## src/rtl/alu_arb_pkg.sv

```systemverilog
// Shared definitions for the two-port arbitrated ALU: operand width, opcodes and FSM encoding.
package alu_arb_pkg;

    localparam int DATA_W = 4;

    localparam logic [2:0] OP_ADD = 3'd0;
    localparam logic [2:0] OP_SUB = 3'd1;
    localparam logic [2:0] OP_NOT = 3'd2;
    localparam logic [2:0] OP_AND = 3'd3;
    localparam logic [2:0] OP_OR  = 3'd4;
    localparam logic [2:0] OP_XOR = 3'd5;
    localparam logic [2:0] OP_SLT = 3'd6;
    localparam logic [2:0] OP_RSV = 3'd7;

    typedef enum logic [1:0] {
        ST_IDLE = 2'd0,
        ST_EXEC = 2'd1,
        ST_RESP = 2'd2
    } state_t;

endpackage

```

## src/rtl/alu_arb_alu4_core.sv

```systemverilog
// Purely combinational ALU evaluating one latched operation; overflowing ADD/SUB yields zero.
module alu4_core
    import alu_arb_pkg::*;
(
    input  logic [2:0]        op_i,
    input  logic [DATA_W-1:0] a_i,
    input  logic [DATA_W-1:0] b_i,
    output logic [DATA_W-1:0] result_o,
    output logic              overflow_o,
    output logic              zero_o
);

    logic signed [DATA_W:0] a_ext;
    logic signed [DATA_W:0] b_ext;
    logic signed [DATA_W:0] sum;

    // Force an overflowed sum to zero so the flag and zero output agree.
    function automatic logic [DATA_W:0] sat_wrap(input logic [DATA_W:0] s);
        if (s[DATA_W] != s[DATA_W-1]) begin
            return {1'b1, {DATA_W{1'b0}}};
        end
        return {1'b0, s[DATA_W-1:0]};
    endfunction

    always_comb begin
        a_ext      = $signed({a_i[DATA_W-1], a_i});
        b_ext      = $signed({b_i[DATA_W-1], b_i});
        sum        = '0;
        result_o   = '0;
        overflow_o = 1'b0;
        case (op_i)
            OP_ADD: begin
                sum = a_ext + b_ext;
                {overflow_o, result_o} = sat_wrap(sum);
            end
            OP_SUB: begin
                sum = a_ext - b_ext;
                {overflow_o, result_o} = sat_wrap(sum);
            end
            OP_NOT: result_o = ~a_i;
            OP_AND: result_o = a_i & b_i;
            OP_OR:  result_o = a_i | b_i;
            OP_XOR: result_o = a_i ^ b_i;
            OP_SLT: result_o = {{(DATA_W-1){1'b0}}, ($signed(a_i) < $signed(b_i))};
            default: result_o = '0;
        endcase
        zero_o = (result_o == '0);
    end

endmodule

```

## src/rtl/alu_arb.sv

```systemverilog
// Two-requester round-robin front end to a shared ALU with a registered, backpressured
// response and a saturating overflow counter.
module alu_arb
    import alu_arb_pkg::*;
(
    input  logic              clk,
    input  logic              rst_n,
    input  logic              req0_valid,
    output logic              req0_ready,
    input  logic [2:0]        req0_op,
    input  logic [DATA_W-1:0] req0_a,
    input  logic [DATA_W-1:0] req0_b,
    input  logic              req1_valid,
    output logic              req1_ready,
    input  logic [2:0]        req1_op,
    input  logic [DATA_W-1:0] req1_a,
    input  logic [DATA_W-1:0] req1_b,
    output logic              rsp_valid,
    input  logic              rsp_ready,
    output logic              rsp_id,
    output logic [DATA_W-1:0] rsp_result,
    output logic              rsp_overflow,
    output logic              rsp_zero,
    input  logic              ovf_clr,
    output logic [7:0]        ovf_cnt
);

    state_t            state_q, state_d;
    logic              ptr_q, ptr_d;
    logic              id_q, id_d;
    logic [2:0]        op_q, op_d;
    logic [DATA_W-1:0] a_q, a_d, b_q, b_d;
    logic [DATA_W-1:0] res_q, res_d;
    logic              ovf_q, ovf_d;
    logic              zero_q, zero_d;
    logic [7:0]        cnt_q, cnt_d;
    logic              gnt0, gnt1;
    logic [DATA_W-1:0] alu_res;
    logic              alu_ovf, alu_zero;

    function automatic logic [7:0] sat_inc(input logic [7:0] v);
        return (v == 8'hFF) ? v : v + 8'd1;
    endfunction

    alu4_core u_core (
        .op_i       (op_q),
        .a_i        (a_q),
        .b_i        (b_q),
        .result_o   (alu_res),
        .overflow_o (alu_ovf),
        .zero_o     (alu_zero)
    );

    always_comb begin
        state_d = state_q;
        ptr_d   = ptr_q;
        id_d    = id_q;
        op_d    = op_q;
        a_d     = a_q;
        b_d     = b_q;
        res_d   = res_q;
        ovf_d   = ovf_q;
        zero_d  = zero_q;
        cnt_d   = cnt_q;
        gnt0    = 1'b0;
        gnt1    = 1'b0;
        case (state_q)
            ST_IDLE: begin
                gnt0 = req0_valid & (~req1_valid | ~ptr_q);
                gnt1 = req1_valid & (~req0_valid |  ptr_q);
                if (gnt0 | gnt1) begin
                    state_d = ST_EXEC;
                    ptr_d   = gnt0;
                    id_d    = gnt1;
                    op_d    = gnt1 ? req1_op : req0_op;
                    a_d     = gnt1 ? req1_a  : req0_a;
                    b_d     = gnt1 ? req1_b  : req0_b;
                end
            end
            ST_EXEC: begin
                state_d = ST_RESP;
                res_d   = alu_res;
                ovf_d   = alu_ovf;
                zero_d  = alu_zero;
            end
            ST_RESP: begin
                if (rsp_ready) begin
                    state_d = ST_IDLE;
                end
            end
            default: state_d = ST_IDLE;
        endcase
        // Clear wins over an increment landing in the same cycle.
        if (ovf_clr) begin
            cnt_d = 8'd0;
        end else if ((state_q == ST_RESP) && rsp_ready && ovf_q) begin
            cnt_d = sat_inc(cnt_q);
        end
    end

    always_ff @(posedge clk) begin
        if (!rst_n) begin
            state_q <= ST_IDLE;
            ptr_q   <= 1'b0;
            id_q    <= 1'b0;
            res_q   <= '0;
            ovf_q   <= 1'b0;
            zero_q  <= 1'b0;
            cnt_q   <= 8'd0;
        end else begin
            state_q <= state_d;
            ptr_q   <= ptr_d;
            id_q    <= id_d;
            res_q   <= res_d;
            ovf_q   <= ovf_d;
            zero_q  <= zero_d;
            cnt_q   <= cnt_d;
        end
    end

    // Operands are only consumed after a handshake, so they need no reset.
    always_ff @(posedge clk) begin
        op_q <= op_d;
        a_q  <= a_d;
        b_q  <= b_d;
    end

    assign req0_ready   = gnt0 & rst_n;
    assign req1_ready   = gnt1 & rst_n;
    assign rsp_valid    = (state_q == ST_RESP);
    assign rsp_id       = id_q;
    assign rsp_result   = res_q;
    assign rsp_overflow = ovf_q;
    assign rsp_zero     = zero_q;
    assign ovf_cnt      = cnt_q;

endmodule
```

## config.mk

```make
export PLATFORM = sky130hd
export DESIGN_NAME = alu_arb
export DESIGN_NICKNAME = d
export VERILOG_FILES = /design/src/rtl/alu_arb_pkg.sv /design/src/rtl/alu_arb_alu4_core.sv /design/src/rtl/alu_arb.sv
export SDC_FILE = /design/constraint.sdc
export NUM_CORES = 1
export LEC_CHECK = 0
export CORE_ASPECT_RATIO = 1.75
export CORE_UTILIZATION = 53
export CTS_CLUSTER_DIAMETER = 40
export DETAILED_ROUTE_END_ITERATION = 12
export PLACE_DENSITY = 0.95
export SYNTH_ARGS = -nofsm -noshare
export SYNTH_HDL_FRONTEND = slang
export SYNTH_HIERARCHICAL = 1
export SYNTH_SLANG_ARGS = --single-unit
```

## constraint.sdc

```tcl
create_clock -name clk -period 6.6 [get_ports clk]
set_input_delay 1.32 -clock clk [delete_from_list [all_inputs] [get_ports clk]]
set_output_delay 1.32 -clock clk [all_outputs]
set_load 0.03 [all_outputs]
```

Yosys cells after proc, flatten, opt, wreduce, memory -nomap -nowiden
Index checks and enable logic that the tools add are counted.
{"block": "totals", "register_bits": 29, "inputBits": 28, "out_inout_bits": 18, "word_cells": 70}
{"block": "op_classes", "add_sub_neg": 3, "order_cmp": 1, "n_eq_ne": 13, "n_mux": 18, "bitwise": 16, "n_reduce_logical": 9}
{"cell": "4-bit case mux with 7 select lines", "count": 1}
{"cell": "5-bit 2-to-1 mux", "count": 4}
{"cell": "3-bit equality test (second input constant)", "count": 3}
{"cell": "8-bit by 1-bit adder with 8-bit output (second input constant)", "count": 1}
{"cell": "8-bit equality test (second input constant)", "count": 1}
{"cell": "4-bit 2-to-1 mux", "count": 2}
{"cell": "3-bit by 2-bit equality test with 1-bit output (second input constant)", "count": 2}
{"cell": "1-bit 2-to-1 mux", "count": 6}
{"cell": "2-bit case mux with 3 select lines", "count": 1}
{"cell": "2-bit AND reduction", "count": 3}
{"cell": "4-bit by 4-bit adder with 5-bit output", "count": 1}
{"cell": "1-bit NOT", "count": 5}
{"cell": "4-bit by 4-bit subtractor with 5-bit output", "count": 1}
{"cell": "1-bit bitwise AND", "count": 4}
{"cell": "4-bit bitwise AND", "count": 1}
{"cell": "4-bit zero test", "count": 1}
{"cell": "4-bit < comparator", "count": 1}
{"cell": "2-bit 2-to-1 mux", "count": 2}
{"cell": "4-bit NOT", "count": 1}
{"cell": "4-bit OR", "count": 1}
{"cell": "4-bit bitwise XOR", "count": 1}
{"cell": "3-bit by 1-bit equality test with 1-bit output (second input constant)", "count": 1}
{"cell": "3-bit zero test", "count": 1}
{"cell": "3-bit 2-to-1 mux", "count": 1}
{"cell": "other kinds (10)", "count": 14}

Depth between registers and ports, before layout
{"block": "depth", "depth_word": 7, "depth_mapped": 15, "mapped_depth_nobuf": 15}

Cells and area by module
The synthesis kept the hierarchy.
{"module": "alu_arb", "n_inst": 1, "cells_each": 110, "area_per_inst_um2": 1316.3, "seq_area_each_um2": 690.7}
{"module": "alu4_core", "n_inst": 1, "cells_each": 87, "area_per_inst_um2": 656.9, "seq_area_each_um2": 0.0}

Worst setup path before layout
No wires, ideal clock.
{"block": "synth_timing", "path_kind": "input -> output", "start": "input rst_n", "end": "output req0_ready", "t_arrival_ns": 2.058, "t_required_ns": 5.280, "path_slack_ns": 3.222, "cell_stages": 3, "path_buffers": 1, "path_cell_list": "clkbuf_1 -> nand2_1 -> nor2_1"}
{"block": "synth_via", "elab_chain_len": 1}
{"element": "start: declaration", "line": "alu_arb.sv:7", "text": "input logic rst_n,"}
{"element": "1-bit bitwise AND", "line": "alu_arb.sv:128", "text": "assign req0_ready = gnt0 & rst_n;"}
{"element": "end: declaration", "line": "alu_arb.sv:9", "text": "output logic req0_ready,"}
No other way between the ends.

Worst setup path after layout
{"block": "layout_timing", "start": "input req0_valid", "end": "output req1_ready"}
{"block": "layout_via", "elab_chain_len": 5}
{"element": "start: declaration", "line": "alu_arb.sv:8", "text": "input logic req0_valid,"}
{"element": "1-bit NOT", "line": "alu_arb.sv:70", "text": "gnt1 = req1_valid & (~req0_valid | ptr_q);"}
{"element": "1-bit OR", "line": "alu_arb.sv:70"}
{"element": "1-bit bitwise AND", "line": "alu_arb.sv:70"}
{"element": "1-bit 2-to-1 mux", "line": "alu_arb.sv:67", "text": "case (state_q)"}
{"element": "1-bit bitwise AND", "line": "alu_arb.sv:129", "text": "assign req1_ready = gnt1 & rst_n;"}
{"element": "end: declaration", "line": "alu_arb.sv:14", "text": "output logic req1_ready,"}
No other way between the ends.

==> summary.txt <==
RUN STATUS
--------------------------------------------------------------------------------------------------
Run status                                                                               completed

FLOORPLANNING
--------------------------------------------------------------------------------------------------
Area of the placeable core                                                                3590 um2
Die span in x                                                                              48.1 um
Total Die Area                                                                            3980 um2
Number of rows created at floorplan                                                             29
I/O pin cnt                                                                                     46
Die H                                                                                      82.7 um
Initial Utilization                                                                          54.9%

ROUTING
--------------------------------------------------------------------------------------------------
Post-Route WL                                                                              4.49 mm
Detailed router's first-iteration violation count                                               53
Number of remaining DRC errors                                                                   0
Average wire per standard cell                                                             15.7 um
Post-detailed-route count of antenna-violating nets                                              0
Via count                                                                                     1589
Detailed-route vias per instance                                                              5.56
Number of search-and-repair iterations in the first detailed-routing pass                        4

SETUP PATH
--------------------------------------------------------------------------------------------------
Critical path endpoint category                                                        output port
Arrival @ worst endpoint                                                                   3.22 ns
Maximum fanout along the worst path                                                             13
Crit Path Class                                                                       input pin to output port
CP peak stage delay                                                                        0.63 ns
CP max stage cell                                                                     clkdlybuf4s50_1
Kind of start point of the critical path                                                 input pin
Dominant cell type by count on the critical path                                      clkdlybuf4s50_1
Critical path, cell by cell                                                           clkdlybuf4s50_1, inv_2, o21ai_2, nor2_1, clkdlybuf4s50_1
Required time reported for the critical path endpoint                                      5.28 ns

SYNTHESIS
--------------------------------------------------------------------------------------------------
Number of enable flip-flop cells after synthesis                                                11
Parity-gate share of the synthesized area counting xor and xnor cells                        3.99%
Post-synth top flop                                                                        dfxtp_1
Dominant combinational cell family by area after synthesis                            simple AND/OR/NAND/NOR gates
Post-synthesis sequential area ratio                                                         35.0%
Post-synthesis simple-gate area fraction                                                     17.9%
Cell Area, Synth                                                                          1970 um2
Fraction of the mapped netlist area in adder cells                                           11.5%
Register bit count reported by yosys                                                            29
Mux contribution to synthesized area                                                         12.2%
Ys async rst share                                                                              0%
Synth Net Count                                                                                242
Cells after synthesis                                                                          197
Mean area per synthesized cell                                                            10.0 um2
Yosys warnings                                                                                   6
Synth cell types                                                                                58
Compound-gate portion of the synthesized area                                                12.5%

STA
--------------------------------------------------------------------------------------------------
Maximum clock rate                                                                         220 MHz
Period Utilization, post-route                                                               68.8%
Final count of pins violating max slew                                                           0
Slew at the pin closest to its max-slew limit                                             0.647 ns
Slew headroom                                                                                56.8%
Unrepaired setup endpoints after global routing                                              false
Post-Route Skew                                                                         0.00878 ns
Number of endpoints with negative hold slack in the final report                                 0
Smallest setup slack after layout                                                          2.06 ns
Post-layout minimum cycle time                                                             4.54 ns
# setup viols final                                                                              0
Total Neg Setup Slack                                                                         0 ns

FINAL LAYOUT
--------------------------------------------------------------------------------------------------
Share of cells above drive strength 1                                                        12.5%
Non-Filler Instances                                                                           286
Number of inserted filler cells in the final layout                                            243
Ant diodes                                                                                       0
Layout Area Growth over Synthesis                                                            26.4%
Area occupied by multi-input gates                                                        1150 um2
Fin nets                                                                                       284
Area of all placed cells without fillers                                                  2490 um2
Area taken by flip-flops and latches                                                       691 um2

CLOCK TREE
--------------------------------------------------------------------------------------------------
Buffer levels on the longest clock path                                                          2
Number of levels the H-tree was split into                                                       2
Clock network latency to the later pin of the worst-skew pair                              0.29 ns
Number of clock sinks                                                                           29
Hold bufs inserted after CTS                                                                     0
Clock tree from TritonCTS                                                                    built
Clock root buffer master                                                                  clkbuf_8
Clock transition time at the flip-flop clock pins of the worst setup and hold paths        0.07 ns
Number of clock buffers inserted by TritonCTS                                                    5
Buffers inserted by post-CTS timing repair                                                       0
Quantity of gates resized following cts                                                          0

PLACED DESIGN
--------------------------------------------------------------------------------------------------
Number of placed instances, taps included                                                      278
Pre-CTS WS                                                                                 2.08 ns
Number of port buffers                                                                          45
Weighted congestion at the end of routability-driven global placement                        0.856
HPWL after detailed placement                                                              3.49 mm
Instance area at placement                                                                2410 um2

GRT
--------------------------------------------------------------------------------------------------
Maximum number of pins on one net before global-route repair                                    16
Total grt overflow                                                                               0
Number of global-route vias before repair                                                     1560
Number of antenna violations at the first check in global routing                                0
Overall Global Routing Usage                                                                 26.1%
Global-route wire length before repair                                                     7.07 mm

PWR
--------------------------------------------------------------------------------------------------
Worst IR Drop VDD                                                                         0.240 mV
Power per cell area                                                                     232 nW/um2
Static power due to leakage                                                                1.04 nW

JOB
--------------------------------------------------------------------------------------------------
Count of max-cap constraint violations                                                           0

WORST HOLD PATH
--------------------------------------------------------------------------------------------------
Hold WC Path Type                                                                     flip-flop to flip-flop

## power by group
part,leakage (nW),internal [mW],switching (mW)
combinational,0.735,0.0975,0.111
sequential,0.254,0.206,0.0198
clock,0.0482,0.0728,0.0715
total,1.04,0.376,0.203
## cell usage after synthesis (4+ instances only)
cell type / number / area share (%)
a21oi_1: 6 / 1.5
inv_1: 16 / 3.0
nand2b_1: 6 / 1.9
edfxtp_1: 11 / 17
xor2_1: 7 / 3.1
mux2_1: 4 / 2.3
mux2_2: 7 / 4.0
ha_1: 15 / 9.5
nor2_1: 18 / 3.4
nor3_1: 4 / 1.0
mux2i_1: 9 / 4.6
dfxtp_1: 18 / 18
nor2b_1: 6 / 1.9
nand2_1: 7 / 1.3
## flip-flops by register name, indices dropped and copies added (netlist names)
register,flops
ptr_q,1
b_q,4
state_q,2
a_q,4
rsp_zero,1
rsp_overflow,1
rsp_result,4
rsp_id,1
ovf_cnt,8
op_q,3
## per-layer routing
layer / wire length (um) / vias to the layer above / global-route usage (%)
li1: - / 773 / -
met1: 1530 / 737 / 25.8
met2: 2560 / 56 / 46.6
met3: 203 / 23 / 5.65
met4: 196 / 0 / 15.0
met5: 0 / - / 0
## metrics by stage
step                      util (%)  power, mW  hold slack (ns)
after floorplan                  -      0.373            0.497
after global placement        67.0      0.424            0.506
after detailed placement      67.0      0.433            0.517
after CTS                     69.4      0.578            0.533
after global routing          69.4      0.610            0.563
final                         69.4      0.579            0.525
## placed cells by master (no fill, tap or decap), types with 2 or more instances in the layout
master / count
nor2b_1: 6
mux2_2: 7
mux2_1: 4
nor3_1: 4
a21boi_0: 2
o211ai_1: 2
edfxtp_1: 11
nand2_1: 7
dfxtp_1: 18
clkinv_2: 2
o21ai_2: 3
o2111ai_1: 3
xor2_1: 7
a21oi_1: 6
xnor2_1: 2
nand3_1: 2
clkbuf_8: 5
o21ai_0: 3
fa_1: 2
mux2i_1: 9
nor2_1: 18
or2b_2: 2
ha_1: 15
inv_1: 16
nand4_2: 2
o21a_1: 2
nand2b_1: 6
clkdlybuf4s50_1: 45
## path summary, 6_finish.rpt
| kind | start | endpoint | slack (ns) | cells past startpoint |
|---|---|---|---|---|
| setup reg to reg | a_q[1] | rsp_zero | 3.54 | 11 |
| hold / removal | rsp_result[0] | rsp_result[0] | 0.53 | 2 |
| setup / recovery | req0_valid | req1_ready | 2.06 | 5 |
| hold reg to reg | rsp_result[0] | rsp_result[0] | 0.53 | 2 |
## layout make-up
type / instances / share of cell area (%)
clock buffers: 5 / 2.76
flip-flops and latches: 29 / 27.7
multi-input cells: 141 / 46.0
inverters: 17 / 2.56
repair buffers: 45 / 18.1
well taps: 46 / 2.31
clock inverters: 3 / 0.652
## critical path: cells and delay by family
| family | cells | cell delay [ns] |
|---|---|---|
| AOI/OAI and AO/OA | 1 | 0.51 |
| buffers and inverters | 3 | 1.24 |
| and+or+nand+nor | 1 | 0.15 |
## cells by family (layout without fill, tap and decap cells)
logic type,Yosys count,count (layout)
mux,21,21
xor+xnor,9,9
buf+inv,27,70
compound gates,33,33
fa+ha+maj,17,17
simple gates,61,61
flops,29,29
Power figures use the tool's default switching activity.
